===== src/rtl/voice_allocator.sv =====
// Voice allocator: buffers one note from the song reader and dispatches it to the
// lowest-index free note player. Define VOICE_STEAL_EN to steal the oldest busy voice instead of waiting.
module voice_allocator #(
    parameter int NOTE_WIDTH     = 6,
    parameter int DURATION_WIDTH = 6,
    parameter int NUM_VOICES     = 3,
    parameter int AGE_WIDTH      = 4
) (
    input  logic                               clk,
    input  logic                               reset,
    input  logic                               play,
    input  logic                               clear,
    input  logic                               in_valid,
    output logic                               in_ready,
    input  logic [NOTE_WIDTH-1:0]              in_note,
    input  logic [DURATION_WIDTH-1:0]          in_duration,
    input  logic [NUM_VOICES-1:0]              voice_done,
    output logic [NUM_VOICES-1:0]              voice_load,
    output logic [NUM_VOICES*NOTE_WIDTH-1:0]   voice_note,
    output logic [NUM_VOICES*DURATION_WIDTH-1:0] voice_dur,
    output logic [NUM_VOICES-1:0]              voice_busy,
    output logic [7:0]                         stall_count
);

    localparam int IDX_W = (NUM_VOICES > 1) ? $clog2(NUM_VOICES) : 1;
    localparam logic [AGE_WIDTH-1:0] AGE_MAX = '1;

    typedef enum logic {ST_EMPTY, ST_PEND} state_t;

    state_t                      r_state;
    state_t                      w_state_next;
    logic [NOTE_WIDTH-1:0]       r_pend_note;
    logic [DURATION_WIDTH-1:0]   r_pend_dur;
    logic [7:0]                  r_stall;

    logic                        w_accept;
    logic                        w_dispatch;
    logic                        w_blocked;
    logic                        w_free_any;
    logic [IDX_W-1:0]            w_free_idx;
    logic [IDX_W-1:0]            w_disp_idx;

    assign in_ready    = (r_state == ST_EMPTY);
    assign stall_count = r_stall;
    assign w_free_any  = ~(&voice_busy);

    // Descending scan so the lowest-index free voice is the one left standing.
    always_comb begin
        w_free_idx = '0;
        for (int i = NUM_VOICES - 1; i >= 0; i--) begin
            if (!voice_busy[i]) begin
                w_free_idx = IDX_W'(i);
            end
        end
    end

`ifdef VOICE_STEAL_EN
    logic [NUM_VOICES*AGE_WIDTH-1:0] w_age_flat;
    logic [IDX_W-1:0]                w_old_idx;
    logic [AGE_WIDTH-1:0]            w_old_age;

    // Strict compare keeps the lowest index on ties.
    always_comb begin
        w_old_idx = '0;
        w_old_age = w_age_flat[AGE_WIDTH-1:0];
        for (int i = 1; i < NUM_VOICES; i++) begin
            if (w_age_flat[i*AGE_WIDTH +: AGE_WIDTH] > w_old_age) begin
                w_old_age = w_age_flat[i*AGE_WIDTH +: AGE_WIDTH];
                w_old_idx = IDX_W'(i);
            end
        end
    end
`endif

    always_comb begin
        w_state_next = r_state;
        w_accept     = 1'b0;
        w_dispatch   = 1'b0;
        w_blocked    = 1'b0;
        w_disp_idx   = w_free_idx;
        case (r_state)
            ST_EMPTY: begin
                if (in_valid) begin
                    w_accept     = 1'b1;
                    w_state_next = ST_PEND;
                end
            end
            ST_PEND: begin
                if (play) begin
                    if (w_free_any) begin
                        w_dispatch   = 1'b1;
                        w_state_next = ST_EMPTY;
                    end else begin
`ifdef VOICE_STEAL_EN
                        w_dispatch   = 1'b1;
                        w_disp_idx   = w_old_idx;
                        w_state_next = ST_EMPTY;
`else
                        w_blocked    = 1'b1;
`endif
                    end
                end
            end
            default: w_state_next = ST_EMPTY;
        endcase
    end

    always_ff @(posedge clk) begin
        if (reset) begin
            r_state     <= ST_EMPTY;
            r_pend_note <= '0;
            r_pend_dur  <= '0;
            r_stall     <= '0;
        end else if (clear) begin
            r_state     <= ST_EMPTY;
        end else begin
            r_state <= w_state_next;
            if (w_accept) begin
                r_pend_note <= in_note;
                r_pend_dur  <= in_duration;
            end
            if (w_blocked && (r_stall != 8'hFF)) begin
                r_stall <= r_stall + 8'd1;
            end
        end
    end

    genvar gi;
    generate
        for (gi = 0; gi < NUM_VOICES; gi++) begin : g_voice
            logic                      w_hit;
            logic                      r_load;
            logic                      r_busy;
            logic [AGE_WIDTH-1:0]      r_age;
            logic [NOTE_WIDTH-1:0]     r_note;
            logic [DURATION_WIDTH-1:0] r_dur;

            assign w_hit = w_dispatch && (w_disp_idx == IDX_W'(gi));

            // A dispatch outranks a simultaneous done, so a stolen voice stays busy.
            always_ff @(posedge clk) begin
                if (reset) begin
                    r_load <= 1'b0;
                    r_busy <= 1'b0;
                    r_age  <= '0;
                    r_note <= '0;
                    r_dur  <= '0;
                end else if (clear) begin
                    r_load <= 1'b0;
                    r_busy <= 1'b0;
                    r_age  <= '0;
                end else begin
                    r_load <= w_hit;
                    if (w_hit) begin
                        r_busy <= 1'b1;
                        r_age  <= '0;
                        r_note <= r_pend_note;
                        r_dur  <= r_pend_dur;
                    end else if (voice_done[gi] && r_busy) begin
                        r_busy <= 1'b0;
                        r_age  <= '0;
                    end else if (play && r_busy && (r_age != AGE_MAX)) begin
                        r_age  <= r_age + 1'b1;
                    end
                end
            end

            assign voice_load[gi] = r_load;
            assign voice_busy[gi] = r_busy;
            assign voice_note[gi*NOTE_WIDTH +: NOTE_WIDTH]         = r_note;
            assign voice_dur[gi*DURATION_WIDTH +: DURATION_WIDTH]  = r_dur;
`ifdef VOICE_STEAL_EN
            assign w_age_flat[gi*AGE_WIDTH +: AGE_WIDTH] = r_age;
`endif
        end
    endgenerate

endmodule

===== config.mk =====
export PLATFORM = sky130hd
export DESIGN_NAME = voice_allocator
export DESIGN_NICKNAME = d
export VERILOG_FILES = /design/src/rtl/voice_allocator.sv
export SDC_FILE = /design/constraint.sdc
export NUM_CORES = 1
export LEC_CHECK = 0
export BUFFER_PORTS_ARGS = -buffer_cell sky130_fd_sc_hd__buf_2
export CAP_MARGIN = 5
export CORE_MARGIN = 2
export CORE_UTILIZATION = 30
export CTS_CLUSTER_DIAMETER = 200
export DETAILED_ROUTE_END_ITERATION = 10
export GPL_ROUTABILITY_DRIVEN = 0
export GPL_TIMING_DRIVEN = 0
export PLACE_DENSITY_LB_ADDON = 0.08
export REMOVE_ABC_BUFFERS = 1
export SLEW_MARGIN = 20
export SYNTH_ARGS = -nofsm -noshare
export SYNTH_HDL_FRONTEND = slang
export SYNTH_SLANG_ARGS = --single-unit

===== constraint.sdc =====
create_clock -name clk -period 2 [get_ports clk]
set_input_delay 0.3 -clock clk [delete_from_list [all_inputs] [get_ports clk]]
set_output_delay 0.3 -clock clk [all_outputs]
set_load 0.1 [all_outputs]

==> impl_summary.log, run 1 <==
INFO  metric die-area = approximately 9000 µm²
INFO  metric power_density = approximately 860 nW/µm²
INFO  metric critical_path.startpoint_type = flip-flop
INFO  metric floorplan.initialDensity = a little under a third
INFO  metric run_status = completed
INFO  metric h_tree_lvls = 3
INFO  metric setup_viol_count_final = 0
INFO  metric synth_top_family_by_area = simple AND/OR/NAND/NOR gates
INFO  metric cts_tree = done
INFO  metric synth-compound-area-share = roughly 11%
INFO  metric cts.clk_slew.worst_paths = approximately 0.080 ns
INFO  metric layout_worst_path_cycle_share = 83.8%
INFO  metric avgViaCountPerCell = 4.57
INFO  metric placeableCoreArea = slightly below 8000 µm²
INFO  metric holdBufCountCts = 0
INFO  metric grt_pass1_vias = about 1.9k
INFO  metric global_route_wire_length_before_repair = approximately 9700 µm
INFO  metric async_flop_share = 0%
INFO  metric ys_seq_elements = between 60 and 70
INFO  metric skew = 0.0128 ns
INFO  metric post_synth_and_or_nand_nor_area_fraction = about a quarter
INFO  metric global_route.overflow_total = 0
INFO  metric post_synth_fa_ha_maj_area_fraction = less than 1%
INFO  metric synth_top_cells_by_area = sky130_fd_sc_hd__dfxtp_1 52%, sky130_fd_sc_hd__nand2_1 12%, sky130_fd_sc_hd__a21oi_1 8.9%, sky130_fd_sc_hd__mux2i_1 5.4%, sky130_fd_sc_hd__nor2_1 3.7%
INFO  metric cts_buffers = 9
INFO  metric finalHoldWorstSlack = 0.199 ns
INFO  metric finalSetupTns = 0 ns
INFO  metric critPathKind = reg -> reg
INFO  metric post_synth_inst_count = approximately 280
INFO  metric fin_nets = 365
INFO  metric grt_setup_unrepaired = false
INFO  metric arrival_time_at_the_worst_endpoint = approximately 1.9 ns
INFO  metric drv_slew = 0
INFO  metric placed_area = roughly 2800 µm²
INFO  metric worstSkewPairLatency = between 0.3 and 0.4 ns
INFO  metric grt_start_max_net_pins = 67
INFO  metric synth_top_cell_by_area = sky130_fd_sc_hd__dfxtp_1
INFO  metric avg_synthesized_cell_area = 8.58 µm²
INFO  metric syn_area = 2420 µm²
INFO  metric max-slew-margin-rel = between 50 and 60%
INFO  metric postSynth.topFlopCell = sky130_fd_sc_hd__dfxtp_1
INFO  metric post_synth_most_frequent_cells = 77 x sky130_fd_sc_hd__nand2_1, 63 x sky130_fd_sc_hd__dfxtp_1, 43 x sky130_fd_sc_hd__a21oi_1
INFO  metric rows = 32
INFO  metric synth.yosys.warnings = 0
INFO  metric sinks_on_the_clock_net = 63
INFO  metric place.port_buffers = 70
INFO  metric hold_path_class = in -> reg
INFO  metric drv.max_cap_violation_count = 0
INFO  metric seq_area_frac_synth = around 52%
INFO  metric timing_worst_slew_pin_value = just over 0.7 ns
INFO  metric dieHeight = ~94 µm
INFO  metric leak = ~1.3 nW
INFO  metric share_of_post_route_cells_with_drive_strength_above_1 = between 20% and 30%
INFO  metric grt_usage = 14.7%
INFO  metric ant_nets = 0
INFO  metric drt_first_pass_iters = 4
INFO  metric drt_iter0_drc = 58
INFO  metric crit_required = approximately 2.2 ns
INFO  metric detailed_placer_s_ending_hpwl = 3940 µm
INFO  metric die_width = 93.8 µm
INFO  metric diodes = 0
INFO  metric timing.final.hold_violations = 0
INFO  metric synthXorXnorAreaFrac = 0.362%
INFO  metric post_synth_mux_area_share = under 10%
INFO  metric drt-wirelength-per-cell = 13.8 µm
INFO  metric netlist-cell-type-count = 34
INFO  metric ctsLongestPathBuffers = 2
INFO  metric synth_edf_count = 0
INFO  metric worst_setup_path_end_kind = flip-flop
INFO  metric post-synth-top-count-cell = sky130_fd_sc_hd__nand2_1
INFO  metric final_standard_cell_area_without_fillers = 3050 µm²
INFO  metric period_minus_slack = approximately 1.7 ns
INFO  metric wirelength_routed = 6210 µm
INFO  metric via_total_after_detailed_routing = 2,062
INFO  metric area_growth = 26.1%
INFO  metric vdd.ir_drop.worst = 0.299 mV
INFO  metric clock-root-buffer = sky130_fd_sc_hd__clkbuf_8
INFO  metric initial_antenna_violation_count = 0
INFO  metric filler_cell_count = 861
INFO  metric worst-path-max-fanout = 8
INFO  metric postLayoutCoreUtil = between 30% and 40%
INFO  metric drc_errors = 0
INFO  metric fmaxAchievable = 597 MHz
INFO  metric design.portCount = between 70 and 80
INFO  metric synth_largest_type_area_fraction = a little over half
-- cells in the final DEF (no fill, tap or decap), types with 2 or more instances in the layout --
cell type	instances
sky130_fd_sc_hd__bufinv_16	2
sky130_fd_sc_hd__clkinv_2	3
sky130_fd_sc_hd__nand2_1	77
sky130_fd_sc_hd__a21oi_1	43
sky130_fd_sc_hd__inv_1	2
sky130_fd_sc_hd__or2_1	2
sky130_fd_sc_hd__nor3_2	2
sky130_fd_sc_hd__buf_2	69
sky130_fd_sc_hd__clkbuf_8	10
sky130_fd_sc_hd__nor2_1	23
sky130_fd_sc_hd__nand2b_1	2
sky130_fd_sc_hd__nor2b_1	3
sky130_fd_sc_hd__buf_4	3
sky130_fd_sc_hd__nor3_1	4
sky130_fd_sc_hd__mux2i_1	13
sky130_fd_sc_hd__dfxtp_1	63
sky130_fd_sc_hd__nand3_1	5
sky130_fd_sc_hd__mux2_1	2
-- layout make-up --
type | instances | area [µm²] | area share (%)
flip-flops and latches | 63 | 1260 | 41.3
repair buffers | 74 | 399 | 13.1
well taps | 102 | 128 | 4.18
clock inverters | 6 | 83.8 | 2.75
inverters | 2 | 7.51 | 0.246
clock buffers | 10 | 138 | 4.51
multi-input cells | 194 | 1030 | 33.9
-- state kept, by name, summed over array words and instances, names as in the netlist --
register / count
r_pend_note: 6
stall_count: 8
g_voice.r_busy: 3
g_voice.r_note: 18
g_voice.r_load: 3
r_state: 1
g_voice.r_dur: 18
r_pend_dur: 6
-- where the power goes --
group | switching, mW | internal, mW | total, mW | leakage, nW
Clock | 0.495 | 0.731 | 1.23 | 0.116
Combinational | 0.0719 | 0.0298 | 0.102 | 0.632
Sequential | 0.0135 | 1.27 | 1.28 | 0.509
-- timing repair --
item                                    CTS  global route
setup buffers                             3             0
endpoints found under the hold margin     0             0
resized for setup                         0             1
endpoints found under the setup margin   12            12
pin swaps                                 1             0
-- layer usage --
metal  vias to the layer above  share of wire (%)  wire length [µm]  GRT usage, %
li1                       1054                  -                 -             -
met3                         4                6.2               387          5.14
met1                       956                 47              2940          18.7
met4                         0               0.95                59          6.16
met5                         -                  0                 0             0
met2                        48                 45              2820          22.4
-- worst paths after layout --
kind / start / to / slack (ns) / depth (start not counted)
worst max register to register: g_voice[0].r_busy / stall_count[0] / 0.32 / 4
worst min-delay path: in_note[1] / r_pend_note[1] / 0.20 / 3
worst max-delay path: g_voice[0].r_busy / stall_count[0] / 0.32 / 4
worst min register to register: g_voice[0].r_dur[3] / g_voice[0].r_dur[3] / 0.45 / 2
-- worst max-delay path, stage by stage, from the launching register on --
cell and delay (ns):
sky130_fd_sc_hd__dfxtp_1 0.47, sky130_fd_sc_hd__nand4b_4 0.22, sky130_fd_sc_hd__or2_1 0.30, sky130_fd_sc_hd__a41oi_2 0.22, sky130_fd_sc_hd__mux2_1 0.35
-- kinds of logic after synthesis --
family,Yosys count
buffers and inverters,25
muxes,15
xor gates and xnor gates,1
and+or+nand+nor,129
AOI/OAI and AO/OA,48
DFF,63
adders and majority gates,1
-- through the flow --
stage	instances	power, mW	setup WS (ns)
finish	451	2.61	0.324
global route	451	2.72	0.197
CTS	451	2.66	0.0700
detailed placement	432	1.41	-0.118
global placement	431	1.41	-0.262
floorplan	259	1.35	-0.324
(Power assumes the default switching activity.)
==> run 2: changes to the inputs <==
Settings changed: ABC_AREA from default to 1.
Clock period 2 ns to 1.5 ns, I/O delays scaled along.
==> impl_summary.log, run 2 <==
INFO  metric crit_chain = buf_2 (was nand4b_4 > or2_1 > a41oi_2 > mux2_1)
INFO  metric synth_top_cells_by_area = sky130_fd_sc_hd__dfxtp_1 51%, sky130_fd_sc_hd__nor2_1 14%, sky130_fd_sc_hd__o21ai_0 5.4%, sky130_fd_sc_hd__nand2_1 5.0%, sky130_fd_sc_hd__nand4_1 3.5% (was sky130_fd_sc_hd__dfxtp_1 52%, sky130_fd_sc_hd__nand2_1 12%, sky130_fd_sc_hd__a21oi_1 8.9%, sky130_fd_sc_hd__mux2i_1 5.4%, sky130_fd_sc_hd__nor2_1 3.7%)
INFO  metric final_power = 3.45 mW (was 2.61 mW)
INFO  metric netlist-cell-type-count = 30 (was 34)
INFO  metric die_width = 95.2 µm (was 93.8 µm)
INFO  metric ant_nets = 0 (unchanged)
INFO  metric hold_depth = 2 (was 3)
INFO  metric ctsLongestPathBuffers = 2 (unchanged)
INFO  metric post_synth_inst_count = 323 (was 282)
INFO  metric global_route.overflow_total = 0 (unchanged)
INFO  metric power_density = 1100 nW/µm² (was 855 nW/µm²)
INFO  metric timing.critical_path.slowest_cell_delay = 0.46 ns (was 0.47 ns)
INFO  metric drv_slew = 0 (unchanged)
INFO  metric wirelength_routed = 6610 µm (was 6210 µm)
INFO  metric worst-path-max-fanout = 4 (was 8)
INFO  metric grt_setup_unrepaired = false (unchanged)
INFO  metric timing.critical_path.slowest_stage_cell = sky130_fd_sc_hd__buf_2 (was sky130_fd_sc_hd__dfxtp_1)
INFO  metric fmaxAchievable = a little under 700 MHz
INFO  metric rr_worst_depth = 6 (was 4)
INFO  metric place.port_buffers = 70 (unchanged)
INFO  metric floorplan.initialDensity = 30.6% (was 31.1%)
INFO  metric synth.yosys.warnings = 0 (unchanged)
INFO  metric regToRegSetupSlack = 0.13 ns (was 0.32 ns)
INFO  metric final_standard_cell_area_without_fillers = 3130 µm² (was 3050 µm²)
INFO  metric critPathCapture = voice_busy[2] (was stall_count[0])
INFO  metric layout_worst_path_cycle_share = between 90% and 100%
INFO  metric worst_setup_path_end_kind = output pin (was flip-flop)
INFO  metric worstSkewPairLatency = 0.34 ns (was 0.33 ns)
INFO  metric syn_area = 2490 µm² (was 2420 µm²)
INFO  metric synth_largest_type_area_fraction = 50.6% (was 52.1%)
INFO  metric grt_pass1_vias = 2,162 (was 1,922)
INFO  metric detailed_placer_s_ending_hpwl = 4280 µm (was 3940 µm)
INFO  metric arrival_time_at_the_worst_endpoint = 1.22 ns (was 1.89 ns)
INFO  metric most_used_cells_in_the_layout_excluding_fill_and_tap_cells = 94 x sky130_fd_sc_hd__nor2_1, 69 x sky130_fd_sc_hd__buf_2, 60 x sky130_fd_sc_hd__dfxtp_1, 33 x sky130_fd_sc_hd__nand2_1, 27 x sky130_fd_sc_hd__o21ai_0 (was 77 x sky130_fd_sc_hd__nand2_1, 69 x sky130_fd_sc_hd__buf_2, 63 x sky130_fd_sc_hd__dfxtp_1, 43 x sky130_fd_sc_hd__a21oi_1, 23 x sky130_fd_sc_hd__nor2_1)
INFO  metric setup_viol_count_final = 0 (unchanged)
INFO  metric critPathLaunch = g_voice[2].r_busy (was g_voice[0].r_busy)
INFO  metric drt_iter0_drc = 113 (was 58)
INFO  metric critPathKind = reg -> out (was reg -> reg)
INFO  metric post-synth-top-count-cell = sky130_fd_sc_hd__nor2_1 (was sky130_fd_sc_hd__nand2_1)
INFO  metric grt_usage = 15.6% (was 14.7%)
INFO  metric initial_antenna_violation_count = 0 (unchanged)
INFO  metric synth_edf_count = 0 (unchanged)
INFO  metric run_status = completed (unchanged)
INFO  metric cp.depth = 1 (was 4)
INFO  metric synth_top_cell_by_area = sky130_fd_sc_hd__dfxtp_1 (unchanged)
INFO  metric cts_buffers = 9 (unchanged)
INFO  metric timing.final.hold_violations = 0 (unchanged)
INFO  metric area_growth = 25.6% (was 26.1%)
INFO  metric placed_area = 2850 µm² (was 2790 µm²)
INFO  metric vdd.ir_drop.worst = 0.419 mV (was 0.299 mV)
INFO  metric seq_area_frac_synth = 50.6% (was 52.1%)
INFO  metric worst_path_dominant_cell_family = buffers and inverters (was simple AND/OR/NAND/NOR gates)
INFO  metric crit_required = 1.27 ns (was 2.21 ns)
INFO  metric die-area = 9050 µm² (was 8800 µm²)
INFO  metric global_route_wire_length_before_repair = 10,600 µm (was 9670 µm)
INFO  metric rows = 33 (was 32)
INFO  metric clock-root-buffer = sky130_fd_sc_hd__clkbuf_8 (unchanged)
INFO  metric async_flop_share = 0% (unchanged)
INFO  metric fin_nets = 408 (was 365)
INFO  metric share_of_post_route_cells_with_drive_strength_above_1 = 29.3% (was 28.1%)
INFO  metric avg_synthesized_cell_area = 7.72 µm² (was 8.58 µm²)
INFO  metric placeableCoreArea = 8130 µm² (was 7770 µm²)
INFO  metric timing_worst_slew_pin_value = 0.638 ns (was 0.709 ns)
INFO  metric cts_tree = done (unchanged)
INFO  metric max-slew-margin-rel = 57.4% (was 52.7%)
INFO  metric post_synth_most_frequent_cells = 95 x sky130_fd_sc_hd__nor2_1, 63 x sky130_fd_sc_hd__dfxtp_1, 33 x sky130_fd_sc_hd__nand2_1 (was 77 x sky130_fd_sc_hd__nand2_1, 63 x sky130_fd_sc_hd__dfxtp_1, 43 x sky130_fd_sc_hd__a21oi_1)
INFO  metric timing.rr.end = g_voice[1].r_dur[0] (was stall_count[0])
INFO  metric drv.max_cap_violation_count = 0 (unchanged)
INFO  metric drc_errors = 0 (unchanged)
INFO  metric h_tree_lvls = 3 (unchanged)
INFO  metric avgViaCountPerCell = 4.44 (was 4.57)
INFO  metric diodes = 0 (unchanged)
INFO  metric sinks_on_the_clock_net = 63 (unchanged)
INFO  metric r2r_startpoint = r_state (was g_voice[0].r_busy)
INFO  metric cts.clk_slew.worst_paths = 0.07 ns (was 0.08 ns)
INFO  metric drt-wirelength-per-cell = 13.3 µm (was 13.8 µm)
INFO  metric drt_first_pass_iters = 4 (unchanged)
INFO  metric via_total_after_detailed_routing = 2,207 (was 2,062)
INFO  metric timing.critical_path.buf_inv = 1 (was 0)
INFO  metric mostFrequentLayoutCell = sky130_fd_sc_hd__nor2_1 (was sky130_fd_sc_hd__nand2_1)
INFO  metric ys_seq_elements = 63 (unchanged)
INFO  metric design.portCount = 71 (unchanged)
INFO  metric critical_path.startpoint_type = flip-flop (unchanged)
INFO  metric postSynth.topFlopCell = sky130_fd_sc_hd__dfxtp_1 (unchanged)
INFO  metric leak = 1.42 nW (was 1.26 nW)
INFO  metric grt_start_max_net_pins = 45 (was 67)
INFO  metric dieHeight = 95.2 µm (was 93.8 µm)
INFO  metric skew = 0.00796 ns (was 0.0128 ns)
INFO  metric period_minus_slack = ~1.4 ns
INFO  metric hold_path_class = in -> reg (unchanged)
[run 2: cell count changes after synthesis, sizes merged, moves of 3 or more]
cell and delta:
clkbuf -7, o21ai +39, inv +21, nor2b -3, nor2 +74, a21oi -29, nor3 -4, mux2i -13
nand4 +14, buf +6, nand2 -41
[run 2: stage by stage]
step / hold slack [ns] / TNS [ns] / instances / setup slack (ns) / util (%)
floorplan: 0.294 / -26.41 / 301 / -0.671 / -
global placement: 0.436 / -22.45 / 476 / -0.496 / 35.0
detailed placement: 0.438 / -21.25 / 476 / -0.523 / 35.0
CTS: 0.0753 / 0 / 497 / 0.0119 / 38.4
global route: 0.0790 / 0 / 497 / 0.00342 / 38.5
finish: 0.0906 / 0 / 497 / 0.0563 / 38.5
[run 2: cell type report]
type,instances,area [µm²]
clock buffers,10,138
clock inverters,6,60.1
fillers,898,5000
inverters,23,95.1
multi-input cells,215,1050
flip-flops and latches,63,1260
well taps,105,131
repair buffers,75,390
[run 2: cell families (layout without fill, tap and decap cells)]
logic type                 Yosys count  after routing  synth area share, %
buffers and inverters               45            114                 8.48
and+or+nand+nor                    157            157                 28.3
adders and majority gates            1              1                0.502
DFF                                 63             63                 50.6
AOI/OAI and AO/OA                   56             56                 11.8
xor gates and xnor gates             1              1                0.351
[run 2: worst min-delay path by stage]
stage | endpoint | start
after detailed placement | g_voice[0].r_busy | voice_done[0]
after CTS | g_voice[1].r_busy | voice_done[1]
after floorplan | g_voice[2].r_dur[0] | reset
after global placement | g_voice[0].r_busy | voice_done[0]
final | g_voice[0].r_busy | voice_done[0]
after global routing | g_voice[1].r_busy | voice_done[1]
[run 2: layer usage]
layer / part of all wire [%] / vias up / global-route usage (%)
li1: - / 1162 / -
met5: 0 / - / 0
met4: 2.2 / 0 / 7.85
met3: 4.1 / 12 / 3.16
met2: 45 / 50 / 24.8
met1: 48 / 983 / 20.2
[run 2: power breakdown]
group          internal, mW  switching (mW)
Clock                 0.803           0.676
Combinational        0.0585           0.178
Sequential             1.70          0.0287
Total                  2.57           0.883
[run 2: repair_timing]
item	in CTS	in global routing
buffers inserted	5	0
pin swaps	2	0
resized for setup	7	6
endpoints found under the hold margin	0	0
setup endpoints to repair	54	28
hold buffers	0	0
